$ cat config.mk
export PLATFORM = sky130hd
export DESIGN_NAME = cpu_reset_stall_ctrl
export DESIGN_NICKNAME = d
export VERILOG_FILES = /design/src/rtl/cpu_reset_stall_ctrl_pkg.sv /design/src/rtl/cpu_reset_stall_ctrl_sat_counter.sv /design/src/rtl/cpu_reset_stall_ctrl.sv
export SDC_FILE = /design/constraint.sdc
export NUM_CORES = 1
export LEC_CHECK = 0
export ABC_AREA = 1
export BUFFER_PORTS_ARGS = -buffer_cell sky130_fd_sc_hd__buf_2
export CORE_MARGIN = 2
export CORE_UTILIZATION = 45
export DETAILED_ROUTE_END_ITERATION = 10
export HOLD_SLACK_MARGIN = 0.15
export PLACE_DENSITY = 0.67
export RECOVER_POWER = 50
export SETUP_SLACK_MARGIN = 0.3
export SYNTH_ARGS = -nofsm -noshare
export SYNTH_HDL_FRONTEND = slang
export SYNTH_HIERARCHICAL = 1
export SYNTH_SLANG_ARGS = --single-unit
$ cat constraint.sdc
create_clock -name clk_i -period 1.5 [get_ports clk_i]
set_input_delay 0.15 -clock clk_i [delete_from_list [all_inputs] [get_ports clk_i]]
set_output_delay 0.15 -clock clk_i [all_outputs]
set_load 0.03 [all_outputs]
$ cat src/rtl/cpu_reset_stall_ctrl_pkg.sv
// Shared state encoding, default timing values and width helper for the CPU
// reset sequencer / stall controller.
package cpu_reset_stall_ctrl_pkg;

  // state    | meaning
  // ST_HOLD  | CPU held in reset, counting out the reset window
  // ST_RUN   | CPU running, clock-enable follows stall requests
  // ST_STALL | at least one stall request active, watchdog counting
  typedef enum logic [1:0] {
    ST_HOLD  = 2'd0,
    ST_RUN   = 2'd1,
    ST_STALL = 2'd2
  } ctrl_state_e;

  localparam int DEF_RESET_CYCLES  = 32;
  localparam int DEF_STALL_TIMEOUT = 255;

  function automatic int cnt_width(input int reset_cycles, input int stall_timeout);
    int max_val;
    max_val = (reset_cycles > stall_timeout) ? reset_cycles : stall_timeout;
    return $clog2(max_val + 1);
  endfunction

endpackage

$ cat src/rtl/cpu_reset_stall_ctrl_sat_counter.sv
// Saturating up-counter shared by the reset window and the stall watchdog.
// Priority: clear > load_one > incr.
module cpu_reset_stall_ctrl_sat_counter #(
  parameter int WIDTH = 8
) (
  input  logic             clk_i,
  input  logic             reset_i,
  input  logic             clear,
  input  logic             load_one,
  input  logic             incr,
  output logic [WIDTH-1:0] count
);

  localparam logic [WIDTH-1:0] CNT_MAX = {WIDTH{1'b1}};
  localparam logic [WIDTH-1:0] CNT_ONE = WIDTH'(1);

  always_ff @(posedge clk_i or posedge reset_i) begin
    if (reset_i) begin
      count <= '0;
    end else if (clear) begin
      count <= '0;
    end else if (load_one) begin
      count <= CNT_ONE;
    end else if (incr && (count != CNT_MAX)) begin
      count <= count + CNT_ONE;
    end
  end

endmodule

$ cat src/rtl/cpu_reset_stall_ctrl.sv
// CPU reset sequencer and stall controller: timed reset release, merged stall
// clock-enable, software re-reset and a stall watchdog.
module cpu_reset_stall_ctrl
  import cpu_reset_stall_ctrl_pkg::*;
#(
  parameter int RESET_CYCLES  = DEF_RESET_CYCLES,
  parameter int N_STALL       = 2,
  parameter int STALL_TIMEOUT = DEF_STALL_TIMEOUT
) (
  input  logic               clk_i,
  input  logic               reset_i,
  input  logic [N_STALL-1:0] stall_req_i,
  input  logic               sw_reset_req_i,
  output logic               reset_n_o,
  output logic               proc_clk_en_o,
  output logic [N_STALL-1:0] stall_src_o,
  output logic               timeout_o,
  output logic [1:0]         state_o
);

  localparam int               CNT_W     = cnt_width(RESET_CYCLES, STALL_TIMEOUT);
  localparam logic [CNT_W-1:0] HOLD_LAST = CNT_W'(RESET_CYCLES - 1);
  localparam logic [CNT_W-1:0] WD_LIMIT  = CNT_W'(STALL_TIMEOUT);
  localparam logic             WD_EN     = (STALL_TIMEOUT != 0);

  ctrl_state_e        state_q, state_d;
  logic [CNT_W-1:0]   cnt_q;
  logic               cnt_clr, cnt_ld, cnt_inc;
  logic               wd_fire;
  logic               stall_any;
  logic               reset_n_q;
  logic               timeout_q;
  logic [N_STALL-1:0] stall_src_q;

  assign stall_any = |stall_req_i;

  cpu_reset_stall_ctrl_sat_counter #(
    .WIDTH (CNT_W)
  ) u_cnt (
    .clk_i    (clk_i),
    .reset_i  (reset_i),
    .clear    (cnt_clr),
    .load_one (cnt_ld),
    .incr     (cnt_inc),
    .count    (cnt_q)
  );

  // Software reset outranks the watchdog, which outranks stall entry/exit.
  always_comb begin
    state_d = state_q;
    cnt_clr = 1'b0;
    cnt_ld  = 1'b0;
    cnt_inc = 1'b0;
    wd_fire = 1'b0;
    if (sw_reset_req_i) begin
      state_d = ST_HOLD;
      cnt_clr = 1'b1;
    end else begin
      case (state_q)
        ST_HOLD: begin
          if (cnt_q == HOLD_LAST) begin
            state_d = ST_RUN;
            cnt_clr = 1'b1;
          end else begin
            cnt_inc = 1'b1;
          end
        end
        ST_RUN: begin
          if (stall_any) begin
            state_d = ST_STALL;
            cnt_ld  = 1'b1;
          end
        end
        ST_STALL: begin
          if (WD_EN && stall_any && (cnt_q == WD_LIMIT)) begin
            state_d = ST_HOLD;
            cnt_clr = 1'b1;
            wd_fire = 1'b1;
          end else if (!stall_any) begin
            state_d = ST_RUN;
            cnt_clr = 1'b1;
          end else begin
            cnt_inc = 1'b1;
          end
        end
        default: begin
          state_d = ST_HOLD;
          cnt_clr = 1'b1;
        end
      endcase
    end
  end

  always_ff @(posedge clk_i or posedge reset_i) begin
    if (reset_i) begin
      state_q     <= ST_HOLD;
      reset_n_q   <= 1'b0;
      stall_src_q <= '0;
      timeout_q   <= 1'b0;
    end else begin
      state_q   <= state_d;
      reset_n_q <= (state_d != ST_HOLD);
      if ((state_d == ST_HOLD) && (state_q != ST_HOLD)) begin
        stall_src_q <= '0;
      end else if (stall_any) begin
        stall_src_q <= stall_req_i;
      end
      if (wd_fire) begin
        timeout_q <= 1'b1;
      end
    end
  end

  // Zero-latency enable: stall_req_i must be driven from clk_i-domain flops.
  assign proc_clk_en_o = reset_n_q & (state_q != ST_HOLD) & ~stall_any;
  assign reset_n_o     = reset_n_q;
  assign stall_src_o   = stall_src_q;
  assign timeout_o     = timeout_q;
  assign state_o       = state_q;

endmodule

# [After elaboration in Yosys (flattened, before gate mapping)]
# Cells that the tools add are included.
[op_classes] reduce_logical=10 add_sub_neg=1 n_eq_ne=5 magnitude_cmp=0 bitwise=3 div=0 n_mux=26 mul=0 n_shift=0
[op_table] operator="$mux W8" n=3
[op_table] operator="$mux W2" n=7
[op_table] operator="$mux W1" n=13
[op_table] operator="$add A8 B1 Y8 const B" n=1
[op_table] operator="$eq A8 B5 Y1 const B" n=1
[op_table] operator="$eq A8 B8 Y1 const B" n=1
[op_table] operator="$ne A8 B8 Y1 const B" n=1
[op_table] operator="$pmux W2 S3" n=1
[op_table] operator="$reduce_bool A2 Y1" n=3
[op_table] operator="$logic_not A2 Y1" n=2
[op_table] operator="$logic_and A1 B1 Y1" n=3
[op_table] operator="$pmux W1 S3" n=1
[op_table] operator="$reduce_bool A3 Y1" n=1
[op_table] operator="$and A1 B1 Y1" n=2
[op_table] operator="$eq A2 B1 Y1 const B" n=1
[op_table] operator="$eq A2 B2 Y1 const B" n=1
[op_table] operator="$pmux W1 S2" n=1
[op_table] operator="$reduce_or A2 Y1" n=1
[op_table] operator="$not A1 Y1" n=1
[totals] romBits=0 mem_bits_rw=0 wordCells=50 reg_bits=14 latch_bits=0 in_bits=5 n_memories=0

# [Logic depth before layout (Yosys ltp)]
[logic_depth] ltp_word=9 mapped_depth=12 ltp_nobuf=12

# [Hierarchy]
# Netlist, hierarchy kept.
[modules_own_cells] module="cpu_reset_stall_ctrl_sat_counter" seq_area_each_um2=200.2 n_inst=1 cells_each=81 area_each_um2=548.0
[modules_own_cells] module="cpu_reset_stall_ctrl" seq_area_each_um2=150.1 n_inst=1 cells_each=59 area_each_um2=414.1

# [Least setup slack after synthesis]
# No wires, ideal clock.
[synth_path] path_kind="register -> register" from="register state_q[0], in the netlist state_o[0]" to="register u_cnt.count[3]" stages_incl_launch_ff=9 setup_ns=0.117 required_ns=1.383 setup_slack_ns=-0.084 t_arrival_ns=1.467 synth_period_minus_slack_ns=1.584 cell_sequence="dfrtp_1 -> nor2_1 -> nand2_1 -> o21ai_1 -> inv_1 -> nor2_1 -> nand2_1 -> nor2_1 -> nor2_1"
[synth_between] elab_chain_cells=5
[synth_rtl] element="from (decl)" line_no="cpu_reset_stall_ctrl.sv:26" text="ctrl_state_e state_q, state_d;"
[synth_rtl] element="from (signal assigned)" line_no="cpu_reset_stall_ctrl.sv:101" text="state_q <= state_d;"
[synth_rtl] element="$eq A2 B2 Y1 or $logic_not A2 Y1 (tied branches)" line_no="cpu_reset_stall_ctrl.sv:59" text="case (state_q)"
[synth_rtl] element="$pmux W1 S2 *" line_no="cpu_reset_stall_ctrl.sv:59"
[synth_rtl] element="$mux W1 *" line_no="cpu_reset_stall_ctrl.sv:55" text="if (sw_reset_req_i) begin"
[synth_rtl] element="named net cnt_inc" line_no="cpu_reset_stall_ctrl.sv:28" text="logic cnt_clr, cnt_ld, cnt_inc;"
[synth_rtl] element="$logic_and A1 B1 Y1 *" line_no="cpu_reset_stall_ctrl_sat_counter.sv:24" text="end else if (incr && (count != CNT_MAX)) begin"
[synth_rtl] element="$reduce_bool A3 Y1 (no line) *"
[synth_rtl] element="to (signal assigned)" line_no="cpu_reset_stall_ctrl_sat_counter.sv:25" text="count <= count + CNT_ONE;"
[synth_rtl] element="to (decl)" line_no="cpu_reset_stall_ctrl_sat_counter.sv:11" text="output logic [WIDTH-1:0] count"
# The timed path passes the listed nets; every way through them passes the cells marked *.
# A chain may end at the register's enable or synchronous reset.

# [Worst setup path in the final report]
[layout_path] from="register u_cnt.count[6]" to="register u_cnt.count[2]"
[layout_lines] element="$eq A8 B8 Y1" line_no="cpu_reset_stall_ctrl.sv:75" text="if (WD_EN && stall_any && (cnt_q == WD_LIMIT)) begin"
[layout_lines] element="$logic_and A1 B1 Y1" line_no="cpu_reset_stall_ctrl.sv:75"
[layout_lines] element="$mux W1" line_no="cpu_reset_stall_ctrl.sv:75"
[layout_lines] element="$pmux W1 S3 *" line_no="cpu_reset_stall_ctrl.sv:59"
[layout_lines] element="$mux W1 *" line_no="cpu_reset_stall_ctrl.sv:55"
[layout_lines] element="named net cnt_clr" line_no="cpu_reset_stall_ctrl.sv:28"
[layout_lines] element="$reduce_bool A3 Y1 (no line) or $mux W8 (tied branches)"
# Marked as above.

==> run metrics <==
final core occ=0.670; final hold violation count=0; Min Hold Slack=220 ps; Max Transition Viols Final=0; cell mode on critical path=nand2_1; Post-DRT Antenna Nets=0; Max FO, Critical Path=5; post-synthesis xor/xnor area fraction=0.00910; core area=between 1500 and 2000 µm²; unrepaired setup endpoints after global routing=true; maximum vdd ir drop=604 µV; worst path buffer plus inverter count=1; die area=roughly 2500 µm²; Finished Cell Area=~1300 µm²; Diodes inserted=0; htree depth=1; max-cap violations=0; Cell Area, Placed=1150 µm²; drt wl/cell=11.9 µm; status=finished with violations; final setup violation count=3; die height=between 50 and 60 µm; CTS tree=done; Final Critical Period=1530 ps; Tcrit/Tclk final=1.02; Detailed Route Iter0 Violations=27; crit path launch type=flop; synthesized cell area=962 µm²; register area share after synthesis=0.364; post-synthesis mux area share=0; via count=a little under 1000; pre-CTS setup slack=-25.5 ps; DR pass1 iterations=4; worst slew pin tran=346 ps; Arr. time, crit path=between 1500 and 2000 ps; Compound-Gate Fraction of Synth Area=0.0975; dpl cells=190; Non-Filler Instances=203; worst-path cell chain=nand2_1 > nor2_2 > nand2_2 > nand2_1 > o21ai_1 > o211ai_1 > buf_4 > nor2_4 > nand2_2 > nand2_1 > nand2_1; IO buf count=11; Crit-path slowest cell=dfrtp_1; Fillers=179; Vias/cell=a little under 5; Yosys reg bits=14; gpl congestion=about 0.9; Final WS setup=-25.8 ps; Die W=50.2 µm; Req. time, crit path=1670 ps; HP Class=input pin to flop; Clk pin slew, worst setup/hold paths=90 ps; fmax=655 MHz; Tot Pwr=0.918 mW; TNS Setup=-54.7 ps; CTS root buf=clkbuf_4; Worst Setup End Kind=flop; Worst Setup SP=u_cnt/count[6]; DRC=0; Pleak=approximately 0.68 nW; Final #Nets=183; Synth Area in Adders=0.0130; clock insertion delay at the later pin of the skew report=approximately 280 ps; CTS max path bufs=2; number of global-route vias before repair=955; critical path class=flop to flop; Simple-Gate Fraction of Synth Area=0.427; main combinational cell family by area after synthesis=simple AND/OR/NAND/NOR gates; Clock Sinks=14; Post-Synthesis Cells=140; Area Overhead vs Synth=38.0%; Top-Level Pins=12; Num CTS Buffers=3; family with the most delay on the worst path=simple AND/OR/NAND/NOR gates; Final Skew=11.5 ps; Overflow after GRT=0; Yosys cell types=24; Slew HR=0.769; slowest cell delay on critical path=410 ps; largest net degree at the start of global routing=9; first-pass GRT wire length=~4200 µm; Hold Path Origin=stall_req_i[0]; Cell Rows=16; starting density of the core=0.485; Syn Nets=146; global router's overall resource usage=0.220; PD cells=692 nW/µm²; RR Startpoint=u_cnt/count[6]; initial antenna violation count=0; final WL=2410 µm; Yosys warning total=6; DPL Wire Length=1730 µm; failing checks=negative setup slack; Avg Inst Size Synth=6.87 µm²; layout cells sized above 1=0.438
[metal layers]
layer | vias to the layer above | wire (µm) | GRT usage
li1 | 504 | - | -
met1 | 461 | 1100 | 0.275
met2 | 16 | 1210 | 0.379
met3 | 4 | 67 | 0.0536
met4 | 0 | 28 | 0.0463
met5 | - | 0 | 0
[synthesized netlist by cell type]
cell type	n	area, µm²
nor3_1	1	5.00
nor2_4	2	22.5
nand3_1	8	40.0
o21bai_1	2	15.0
ha_1	1	12.5
nor2_2	5	31.3
nand2_2	3	18.8
inv_2	5	18.8
dfrtp_1	14	350
a21oi_2	3	26.3
a21oi_1	1	5.00
nand2_4	2	22.5
nand3_2	1	10.0
o21ai_1	2	10.0
or2_4	1	8.76
a31o_1	1	8.76
o21ai_0	1	5.00
nor2_1	16	60.1
nor3b_1	1	7.51
o211ai_1	1	7.51
nand2_1	49	184
xnor2_1	1	8.76
inv_1	18	67.6
o21ai_4	1	16.3
[cell usage in the layout (no fill, tap or decap), types with 3 or more instances in the layout]
master and count:
nand2_2 12, nand2_1 39, buf_6 3, a21oi_2 3
nor2_2 9, buf_2 9, inv_1 16, buf_4 17
nor2_4 3, dfrtp_1 12, nor2_1 12, nand2_4 3
clkbuf_4 3, nand3_1 8, inv_2 7
[path summary, 6_finish.rpt]
kind | to | slack [ps] | cells past startpoint
setup / recovery | u_cnt/count[2] | -30 | 11
hold / removal | stall_src_o[0] | 220 | 5
setup reg to reg | u_cnt/count[2] | -30 | 11
hold reg to reg | timeout_o | 500 | 1
max in group asynchronous | u_cnt/count[1] | 860 | 3
min in group asynchronous | timeout_o | 340 | 3
[registers in the layout (all words and copies together), names as in the netlist]
| name | count |
|---|---|
| u_cnt/count | 8 |
| stall_src_o | 2 |
| state_o | 2 |
| reset_n_o | 1 |
| timeout_o | 1 |
[final cells by class]
class | count | area (µm²) | share of cell area
multi-input cells | 104 | 598 | 0.451
flip-flops and latches | 14 | 353 | 0.266
repair buffers | 31 | 220 | 0.166
inverters | 23 | 86.3 | 0.0650
clock buffers | 4 | 36.3 | 0.0273
well taps | 27 | 33.8 | 0.0254
[report_power, final]
part | switching (mW) | total [mW] | internal (mW)
Combinational | 0.134 | 0.230 | 0.0957
Sequential | 0.0163 | 0.418 | 0.402
Clock | 0.122 | 0.270 | 0.148
[cells by family (layout without fill, tap and decap cells)]
group                      count (synthesis)  in the layout
and+or+nand+nor                           89             90
buffers and inverters                     23             58
DFF                                       14             14
AOI/OAI and AO/OA                         12             12
adders and majority gates                  1              1
xor gates and xnor gates                   1              1
[worst register-to-register path, delay by kind of cell (launching register included)]
family                 cells  cell delay [ps]
buffers and inverters      1              170
AO/OA/AOI/OAI              2              210
flip-flops                 1              410
AND/OR/NAND/NOR            8              610
[what timing repair did]
item	4_1_cts	5_1_grt
gates cloned	1	0
setup buffers	4	3
setup endpoints to repair	13	14
endpoints found under the hold margin	14	0
hold buffers	1	0
pin swaps	11	10
gates resized for setup	8	16
No activity file was read; power rests on OpenSTA's default activity.
